### config.mk
export PLATFORM = sky130hd
export DESIGN_NAME = mux_sel_sched_l1
export DESIGN_NICKNAME = d
export VERILOG_FILES = /design/src/rtl/mux_l1_pkg.sv /design/src/rtl/mux_l1_lane_hold.sv /design/src/rtl/mux_sel_sched_l1.sv
export SDC_FILE = /design/constraint.sdc
export NUM_CORES = 1
export LEC_CHECK = 0
export BUFFER_PORTS_ARGS = -buffer_cell sky130_fd_sc_hd__buf_2
export CAP_MARGIN = 10
export CORE_MARGIN = 2
export CORE_UTILIZATION = 52
export DETAILED_ROUTE_END_ITERATION = 6
export PLACE_DENSITY = 0.78
export SLEW_MARGIN = 20
export SYNTH_ARGS = -nofsm -noshare
export SYNTH_HDL_FRONTEND = slang
export SYNTH_HIERARCHICAL = 1
export SYNTH_SLANG_ARGS = --single-unit
### constraint.sdc
create_clock -name clk_2f -period 1.66 [get_ports clk_2f]
set_input_delay 0.332 -clock clk_2f [delete_from_list [all_inputs] [get_ports clk_2f]]
set_output_delay 0.332 -clock clk_2f [all_outputs]
set_load 0.01 [all_outputs]
### src/rtl/mux_l1_pkg.sv
// mux_l1_pkg: shared state encoding, lane/group mapping and defaults for the
// two-group L1 lane scheduler (mux_sel_sched_l1).
package mux_l1_pkg;

    // Default lane payload width.
    localparam int unsigned DATA_W_DEFAULT = 8;

    // Four lanes, split into two groups of two.
    localparam int unsigned NUM_LANES = 4;

    // Width of the optional per-group service counters.
    localparam int unsigned CNT_W = 16;

    // The state names the group granted in the current cycle.
    typedef enum logic [1:0] {
        IDLE  = 2'd0,
        SERV0 = 2'd1,
        SERV1 = 2'd2
    } sched_state_t;

    // Group g owns lanes 2g (even output) and 2g+1 (odd output).
    localparam int unsigned GRP0_EVEN = 0;
    localparam int unsigned GRP0_ODD  = 1;
    localparam int unsigned GRP1_EVEN = 2;
    localparam int unsigned GRP1_ODD  = 3;

    localparam logic [NUM_LANES-1:0] GRP0_MASK = 4'b0011;
    localparam logic [NUM_LANES-1:0] GRP1_MASK = 4'b1100;

    // Lanes eligible for a grant in a given state.
    function automatic logic [NUM_LANES-1:0] grant_mask(input sched_state_t st);
        logic [NUM_LANES-1:0] m;
        unique case (st)
            SERV0:   m = GRP0_MASK;
            SERV1:   m = GRP1_MASK;
            default: m = '0;
        endcase
        return m;
    endfunction

endpackage

### src/rtl/mux_l1_lane_hold.sv
// mux_l1_lane_hold: single-entry holding register for one request lane.
// Accepts a new payload whenever the entry is empty or is being drained by a
// grant in the same cycle, so a granted lane reloads without a bubble.
module mux_l1_lane_hold
    import mux_l1_pkg::*;
#(
    parameter int unsigned DATA_W = DATA_W_DEFAULT
) (
    input  logic              clk_2f,
    input  logic              reset,
    input  logic              valid_in,
    input  logic [DATA_W-1:0] data_in,
    input  logic              grant,
    output logic              ready,
    output logic              hold_v,
    output logic              hold_v_nxt,
    output logic [DATA_W-1:0] hold_d
);

    logic accept;

    // Ready depends only on registered state and the grant, never on valid_in.
    always_comb begin
        ready      = ~hold_v | grant;
        accept     = valid_in & ready;
        hold_v_nxt = accept | (hold_v & ~grant);
    end

    // Entry update: load on accept, otherwise drain on grant.
    always_ff @(posedge clk_2f or posedge reset) begin
        if (reset) begin
            hold_v <= 1'b0;
            hold_d <= '0;
        end else if (accept) begin
            hold_v <= 1'b1;
            hold_d <= data_in;
        end else if (grant) begin
            hold_v <= 1'b0;
        end
    end

endmodule

### src/rtl/mux_sel_sched_l1.sv
// mux_sel_sched_l1: schedules four request lanes onto a two-wide output by
// alternating between lane groups {0,1} and {2,3}. Each lane has a one-entry
// holding register; a three-state FSM picks the group served each cycle and
// the served group's entries are registered onto the outputs.
// Optional build macro MUX_SCHED_CNT_EN adds 16-bit wrapping counters of the
// cycles spent serving each group (cnt_grp0, cnt_grp1).
module mux_sel_sched_l1
    import mux_l1_pkg::*;
#(
    parameter int unsigned DATA_W = DATA_W_DEFAULT
) (
    input  logic              clk_2f,
    input  logic              reset,
    input  logic [3:0]        valid_in,
    input  logic [DATA_W-1:0] data_in0,
    input  logic [DATA_W-1:0] data_in1,
    input  logic [DATA_W-1:0] data_in2,
    input  logic [DATA_W-1:0] data_in3,
    output logic [3:0]        ready_out,
`ifdef MUX_SCHED_CNT_EN
    output logic [15:0]       cnt_grp0,
    output logic [15:0]       cnt_grp1,
`endif
    output logic              selectorL1,
    output logic              validout0,
    output logic              validout1,
    output logic [DATA_W-1:0] dataout0_muxL1,
    output logic [DATA_W-1:0] dataout1_muxL1
);

    sched_state_t state;
    sched_state_t state_nxt;

    logic [DATA_W-1:0]    lane_din [NUM_LANES];
    logic [DATA_W-1:0]    hold_d   [NUM_LANES];
    logic [NUM_LANES-1:0] hold_v;
    logic [NUM_LANES-1:0] hold_v_nxt;
    logic [NUM_LANES-1:0] grant;
    logic                 p0_nxt;
    logic                 p1_nxt;

    // Gather the lane payloads into an indexable array.
    always_comb begin
        lane_din[0] = data_in0;
        lane_din[1] = data_in1;
        lane_din[2] = data_in2;
        lane_din[3] = data_in3;
    end

    // Grant every occupied lane of the group named by the current state.
    always_comb begin
        grant = hold_v & grant_mask(state);
    end

    for (genvar i = 0; i < NUM_LANES; i++) begin : g_lane
        mux_l1_lane_hold #(
            .DATA_W (DATA_W)
        ) u_lane_hold (
            .clk_2f     (clk_2f),
            .reset      (reset),
            .valid_in   (valid_in[i]),
            .data_in    (lane_din[i]),
            .grant      (grant[i]),
            .ready      (ready_out[i]),
            .hold_v     (hold_v[i]),
            .hold_v_nxt (hold_v_nxt[i]),
            .hold_d     (hold_d[i])
        );
    end

    // Next group: alternate under contention (IDLE behaves as after group 1),
    // otherwise serve whichever group will have pending entries.
    always_comb begin
        p0_nxt = hold_v_nxt[GRP0_EVEN] | hold_v_nxt[GRP0_ODD];
        p1_nxt = hold_v_nxt[GRP1_EVEN] | hold_v_nxt[GRP1_ODD];
        unique case ({p1_nxt, p0_nxt})
            2'b11:   state_nxt = (state == SERV0) ? SERV1 : SERV0;
            2'b01:   state_nxt = SERV0;
            2'b10:   state_nxt = SERV1;
            default: state_nxt = IDLE;
        endcase
    end

    // FSM state and registered outputs for the group granted this cycle.
    always_ff @(posedge clk_2f or posedge reset) begin
        if (reset) begin
            state          <= IDLE;
            selectorL1     <= 1'b0;
            validout0      <= 1'b0;
            validout1      <= 1'b0;
            dataout0_muxL1 <= '0;
            dataout1_muxL1 <= '0;
        end else begin
            state <= state_nxt;
            unique case (state)
                SERV0: begin
                    selectorL1     <= 1'b0;
                    validout0      <= hold_v[GRP0_EVEN];
                    validout1      <= hold_v[GRP0_ODD];
                    dataout0_muxL1 <= hold_v[GRP0_EVEN] ? hold_d[GRP0_EVEN] : '0;
                    dataout1_muxL1 <= hold_v[GRP0_ODD]  ? hold_d[GRP0_ODD]  : '0;
                end
                SERV1: begin
                    selectorL1     <= 1'b1;
                    validout0      <= hold_v[GRP1_EVEN];
                    validout1      <= hold_v[GRP1_ODD];
                    dataout0_muxL1 <= hold_v[GRP1_EVEN] ? hold_d[GRP1_EVEN] : '0;
                    dataout1_muxL1 <= hold_v[GRP1_ODD]  ? hold_d[GRP1_ODD]  : '0;
                end
                default: begin
                    // selectorL1 keeps the last group served.
                    validout0      <= 1'b0;
                    validout1      <= 1'b0;
                    dataout0_muxL1 <= '0;
                    dataout1_muxL1 <= '0;
                end
            endcase
        end
    end

`ifdef MUX_SCHED_CNT_EN
    // Count cycles spent serving each group; plain wrap at 16 bits.
    always_ff @(posedge clk_2f or posedge reset) begin
        if (reset) begin
            cnt_grp0 <= '0;
            cnt_grp1 <= '0;
        end else begin
            if (state == SERV0) begin
                cnt_grp0 <= cnt_grp0 + CNT_W'(1);
            end
            if (state == SERV1) begin
                cnt_grp1 <= cnt_grp1 + CNT_W'(1);
            end
        end
    end
`endif

endmodule
==> impl_metrics.csv, run 1 <==
group,metric,value,unit
floorplanning,die_area,5248,um^2
floorplanning,num_rows,24,
sta,finalCritPeriodShare,102.6,%
critical_path,crit_chain,"inv_2 -> ha_4 -> and2_1 -> nand2b_4 -> buf_6",
critical_path,critPathMaxFanout,3,
critical_path,crit_end,"ready_out[0]",
route,first_iter_violations,57,
sta,maxSlewViolCount,0,
cts,cts_tree,"yes",
sta,tightestPinTransition,0.4071,ns
placement,placed_area,2776,um^2
floorplanning,start_util,54.81,%
cts,clock_latency,0.33,ns
sta,rsz0062_at_grt,"true",
logic_synthesis,syn_nets,195,
critical_path,crit_start,"state[1]",
status,status,"complete, but fails checks",
sta,setup_ws,-0.04247,ns
route,vias_per_cell,5.282,
placement,dp_slack,0.04426,ns
sta,period_minus_slack,1.702,ns
critical_path,endpoint_kind,"primary output",
critical_path,reg2reg_depth,7,
placement,port_buffers,60,
logic_synthesis,seq_area_frac_synth,58.55,%
finish,syn_to_final_growth,27.07,%
cts,h-tree-depth,3,
grt,grt_max_degree,22,
route,firstDrtPassIters,4,
finish,fin_cells,284,
cts,cts-root-buf,"clkbuf_8",
logic_synthesis,synth_compound_area_share,7.036,%
critical_path,reg2reg_setup_slack,-0.03,ns
sta,finClkSkew,0.005468,ns
critical_path,r2r_start,"state[0]",
route,wl,4.860,mm
grt,grtUsageMet1,25.57,%
finish,postLayoutCellArea,3095,um^2
grt,grt_pass1_wl,7.610,mm
grt,busiest_layer,"met2",
logic_synthesis,synth-simple-area-share,9.759,%
cts,path_clk_slew,0.06,ns
grt,met2_usage,32.21,%
grt,grt_pass1_vias,1548,
critical_path,start_kind,"flop",
floorplanning,die_x,72.45,um
cts,ctsHoldBuffers,0,
logic_synthesis,synth_top_family_by_area,"multiplexers",
finish,drive_gt1_share,57.33,%
sta,hold_viol_final,0,
finish,nets,271,
grt,use_met3,4.583,%
critical_path,cp_slowest_cell,"dfrtp_2",
floorplanning,dieHeight,72.45,um
run,cap_violations,0,
cts,ctsLongestPathBuffers,2,
logic_synthesis,ys.warnings.count,6,
sta,timing.fmax,587.4,MHz
logic_synthesis,netlist_instances,153,
critical_path,r2r-end,"state[1]",
placement,place_congestion,0.7737,
logic_synthesis,synth.area.mux_share,20.18,%
logic_synthesis,synth_xor_xnor_area_share,0,%
sta,setup_viol,6,
logic_synthesis,syn_avg_cell_area,15.92,um^2
grt,antenna_found_initial,0,
grt,grt_overflow,0,
route,avgRoutedWirePerCell,17.11,um
critical_path,required,1.33,ns
logic_synthesis,synthAdderAreaFrac,2.054,%
route,drc_errors,0,
critical_path,setup.worst_path.class,"flop to primary output",
route,postRouteAntennaNets,0,
finish,diodes,0,
sta,relSlewSlack,72.83,%
route,num_vias,1500,
placement,numPlacedInstances,262,
critical_path,max_stage_delay,0.41,ns
cts,clock_sinks,57,
placement,hpwlAfterDp,3.402,mm
logic_synthesis,ys_seq_elements,57,
grt,grtUsageTotal,20.01,%
power_and_ir_drop,leakagePower,1.620,nW
power_and_ir_drop,ir_drop,0.6261,mV
critical_path,arrival,1.37,ns
logic_synthesis,syn-cell-area,2436,um^2
power_and_ir_drop,powerDensity,1360,nW/um^2
worst_hold_path,hold_path_class,"input pin to async pin",
status,violations,"setup timing",
floorplanning,coreArea,4444,um^2
floorplanning,ios,61,
cts,cts_buffers,9,
logic_synthesis,synthDistinctLibCells,18,
## layout make-up
cell class                 count  area (um^2)
sequential                    57         1429
fill                         311         1349
multi-input combinational     85         1020
timing repair buffer          69        392.9
clock buffer                  14        162.7
tap                           52        65.06
inverter                       7        26.28
## routing by layer
layer	share of wire, %	vias up	routed length (um)
met4	2.1	0	103
met3	3.5	11	171
met2	51	45	2457
met5	0	-	0
met1	44	756	2128
li1	-	688	-
## placed cells by master (no fill, tap or decap), drive strengths merged
cell type / count
o21a: 1
ha: 4
clkbuf: 14
mux2: 33
buf: 69
nand2b: 4
a22oi: 2
dfrtp: 57
or2b: 8
inv: 7
a22o: 16
and2: 4
o22a: 1
nand2: 4
and3b: 4
nor2: 4
## synth_stat cells
| master | instances | area, um^2 |
|---|---|---|
| and3b_2 | 2 | 20.02 |
| and2_1 | 4 | 25.02 |
| buf_2 | 2 | 10.01 |
| dfrtp_1 | 57 | 1426 |
| ha_1 | 4 | 50.05 |
| nand2b_4 | 4 | 55.05 |
| a22o_1 | 16 | 140.1 |
| inv_1 | 7 | 26.28 |
| nor2_1 | 4 | 15.01 |
| o22a_1 | 1 | 8.760 |
| mux2_2 | 1 | 11.26 |
| and3b_1 | 2 | 17.52 |
| mux2_4 | 32 | 480.5 |
| o21a_1 | 1 | 7.510 |
| nand2_4 | 4 | 45.04 |
| or2b_1 | 8 | 60.06 |
| buf_6 | 2 | 22.52 |
| a22oi_1 | 2 | 15.01 |
## worst max-delay path: cells and delay by family (launching register included)
kind                       cells  cell delay [ns]
adders and majority gates      1             0.16
buffers and inverters          2             0.19
DFF                            1             0.41
and+or+nand+nor                2             0.29
## stage by stage
stage / setup TNS (ns) / power [W] / hold WS, ns / util [%]
3_3_place_gp: 0 / 0.002944 / 0.3573 / 62.47
2_1_floorplan: 0 / 0.002663 / 0.1599 / -
6_report: -0.1895 / 0.004209 / 0.01557 / 69.65
3_5_place_dp: 0 / 0.002993 / 0.3662 / 62.47
4_1_cts: -0.2900 / 0.004211 / 0.01347 / 69.23
5_1_grt: -0.4208 / 0.004400 / 0.04453 / 69.65
## power breakdown
group	switching [W]	internal (W)	total [W]
sequential	0.000186	0.00173	0.00192
combinational	0.000482	0.000709	0.00119
clock	0.000493	0.000608	0.00110
total	0.00116	0.00305	0.00421
## logic make-up after synthesis
logic type / count (synthesis)
DFF: 57
muxes: 33
buffers and inverters: 11
adders and majority gates: 4
and+or+nand+nor: 28
AOI/OAI and AO/OA: 20
## how the worst min path moves through the flow
stage | end | slack [ns] | depth (start not counted)
final | g_lane[0].u_lane_hold/hold_d[1] | 0.02 | 2
after global routing | g_lane[0].u_lane_hold/hold_d[1] | 0.04 | 2
after CTS | g_lane[1].u_lane_hold/hold_d[4] | 0.01 | 2
after detailed placement | g_lane[1].u_lane_hold/hold_d[4] | 0.37 | 2
after global placement | g_lane[0].u_lane_hold/hold_d[3] | 0.36 | 2
after floorplan | g_lane[0].u_lane_hold/hold_d[0] | 0.16 | 1
## flip-flops by register name (all words and copies together), names as in the netlist
name	cells
validout0	1
state	2
g_lane.u_lane_hold/hold_d	32
dataout1_muxL1	8
g_lane.u_lane_hold/hold_v	4
validout1	1
dataout0_muxL1	8
selectorL1	1
## timing repair
item,in CTS,in global routing
gates resized for setup,17,3
buffers inserted,6,2
endpoints found under the setup margin,4,38
Note: power is estimated with default switching activity, not from simulation.
==> run 2: changes to the inputs <==
--- a/config.mk
+++ b/config.mk
@@ -9,6 +9,7 @@
 export CAP_MARGIN = 10
 export CORE_MARGIN = 2
 export CORE_UTILIZATION = 52
+export CTS_BUF_LIST = sky130_fd_sc_hd__clkbuf_16
 export DETAILED_ROUTE_END_ITERATION = 6
 export PLACE_DENSITY = 0.78
 export SLEW_MARGIN = 20
==> impl_metrics.csv, run 2 (same netlist as run 1, synthesis figures left out) <==
group,metric,value,unit
sta,period_minus_slack,1.689,ns
grt,grtUsageTotal,20.91,%
floorplanning,die_area,5248,um^2
floorplanning,die_x,72.45,um
sta,setup_ws,-0.02898,ns
route,vias_per_cell,5.162,
power_and_ir_drop,total_power,0.004613,W
critical_path,required,1.33,ns
sta,relSlewSlack,71.70,%
critical_path,reg2reg_depth,8,
status,violations,"setup timing",
placement,hpwlAfterDp,3.402,mm
route,firstDrtPassIters,4,
route,avgRoutedWirePerCell,17.24,um
floorplanning,ios,61,
cts,path_clk_slew,0.05,ns
route,drc_errors,0,
grt,met2_usage,33.94,%
finish,top_regs,"g_lane.u_lane_hold/hold_d x32, dataout0_muxL1 x8, dataout1_muxL1 x8",
floorplanning,start_util,54.81,%
sta,setup_viol,3,
route,wl,4.896,mm
critical_path,endpoint_kind,"primary output",
finish,diodes,0,
critical_path,crit_start,"state[1]",
critical_path,crit_end,"ready_out[0]",
finish,largest_reg_flops,32,
grt,antenna_found_initial,0,
critical_path,r2r_start,"state[1]",
critical_path,start_kind,"flop",
sta,finClkSkew,0.005496,ns
run,cap_violations,0,
sta,finalCritPeriodShare,101.7,%
critical_path,reg2reg_setup_slack,0.01,ns
sta,timing.fmax,592.1,MHz
placement,place_congestion,0.7737,
finish,nets,271,
cts,ctsHoldBuffers,0,
cts,cts_buffers,9,
floorplanning,num_rows,24,
sta,tns,-0.07380,ns
cts,cts_tree,"yes",
finish,layout_commonest_cell,"buf_2",
cts,ctsLongestPathBuffers,2,
sta,tightestPinTransition,0.4240,ns
route,num_vias,1466,
sta,maxSlewViolCount,0,
power_and_ir_drop,leakagePower,1.672,nW
power_and_ir_drop,powerDensity,1447,nW/um^2
finish,drive_gt1_share,56.47,%
critical_path,setup.worst_path.class,"flop to primary output",
grt,use_met3,5.833,%
status,status,"complete, but fails checks",
grt,grt_overflow,0,
finish,final_cell_mix,"buf_2 (56), dfrtp_1 (55), mux2_4 (32)",
critical_path,r2r-end,"state[1]",
finish,syn_to_final_growth,30.92,%
grt,busiest_layer,"met2",
grt,grt_pass1_wl,7.817,mm
cts,cts-root-buf,"clkbuf_16",
floorplanning,dieHeight,72.45,um
sta,rsz0062_at_grt,"true",
grt,grt_pass1_vias,1624,
grt,grtUsageMet1,25.41,%
power_and_ir_drop,ir_drop,0.7124,mV
route,postRouteAntennaNets,0,
worst_hold_path,hold_path_class,"input pin to async pin",
cts,h-tree-depth,3,
critical_path,critPathMaxFanout,3,
critical_path,arrival,1.36,ns
grt,grt_max_degree,22,
cts,clock_latency,0.32,ns
placement,port_buffers,60,
cts,clock_sinks,57,
sta,hold_viol_final,0,
finish,top_register,"g_lane.u_lane_hold/hold_d",
route,first_iter_violations,81,
floorplanning,coreArea,4444,um^2
## run 2: cell count changes in the layout (fill, tap and decap cells not counted)
cell	change
inv_1	+3
and3b_2	-1
nor2_1	-1
clkbuf_1	-3
clkbuf_8	-11
buf_4	-3
nor2_2	+1
buf_6	+3
clkbuf_16	+9
clkinv_1	+2
and3b_1	+1
## run 2: metrics by stage
stage | instances | worst slack (ns) | hold slack [ns] | util (%) | instance area (um^2)
2_1_floorplan | 153 | 0.1640 | 0.1599 | - | 2436
3_3_place_gp | 262 | 0.1030 | 0.3573 | 62.47 | 2776
3_5_place_dp | 262 | 0.04426 | 0.3662 | 62.47 | 2776
4_1_cts | 282 | -0.06599 | 0.03409 | 71.06 | 3158
5_1_grt | 284 | -0.07207 | 0.06267 | 71.76 | 3189
6_report | 284 | -0.02898 | 0.02754 | 71.76 | 3189
## run 2: layout make-up
class,count,area (um^2)
Sequential cell,57,1429
Timing Repair Buffer,69,404.1
Clock inverter,5,18.77
Clock buffer,9,225.2
Fill cell,302,1255
Inverter,7,26.28
Multi-Input combinational cell,85,1021
Tap cell,52,65.06
## run 2: metal layers
layer / vias to the layer above / wire, um
li1: 690 / -
met1: 734 / 2138
met2: 36 / 2528
met3: 6 / 149
met4: 0 / 78
met5: - / 0
## run 2: where the power goes
group / switching (W) / total, W / internal (W) / leakage (nW)
Combinational: 0.000486 / 0.00120 / 0.000715 / 0.871
Clock: 0.000539 / 0.00150 / 0.000957 / 0.130
Sequential: 0.000182 / 0.00192 / 0.00173 / 0.672
## run 2: worst min-delay path by stage
stage / from / to / slack [ns] / depth (start not counted)
after floorplan: reset / g_lane[0].u_lane_hold/hold_d[0] / 0.16 / 1
after global placement: reset / g_lane[0].u_lane_hold/hold_d[3] / 0.36 / 2
after detailed placement: reset / g_lane[1].u_lane_hold/hold_d[4] / 0.37 / 2
after CTS: reset / g_lane[0].u_lane_hold/hold_d[6] / 0.03 / 2
after global routing: reset / g_lane[0].u_lane_hold/hold_d[1] / 0.06 / 2
final: reset / g_lane[0].u_lane_hold/hold_d[7] / 0.03 / 2
## run 2: repair_timing
item / in CTS / in global routing
buffers inserted: 6 / 2
resized for setup: 17 / 6
endpoints found under the setup margin: 4 / 38
pin swaps: 0 / 2
## run 2: worst max-delay path, cell delays in order, from the launching register on
cell and delay (ns):
dfrtp_2 0.40, inv_2 0.07, ha_4 0.16, and2_1 0.14, nand2b_4 0.14, buf_6 0.12
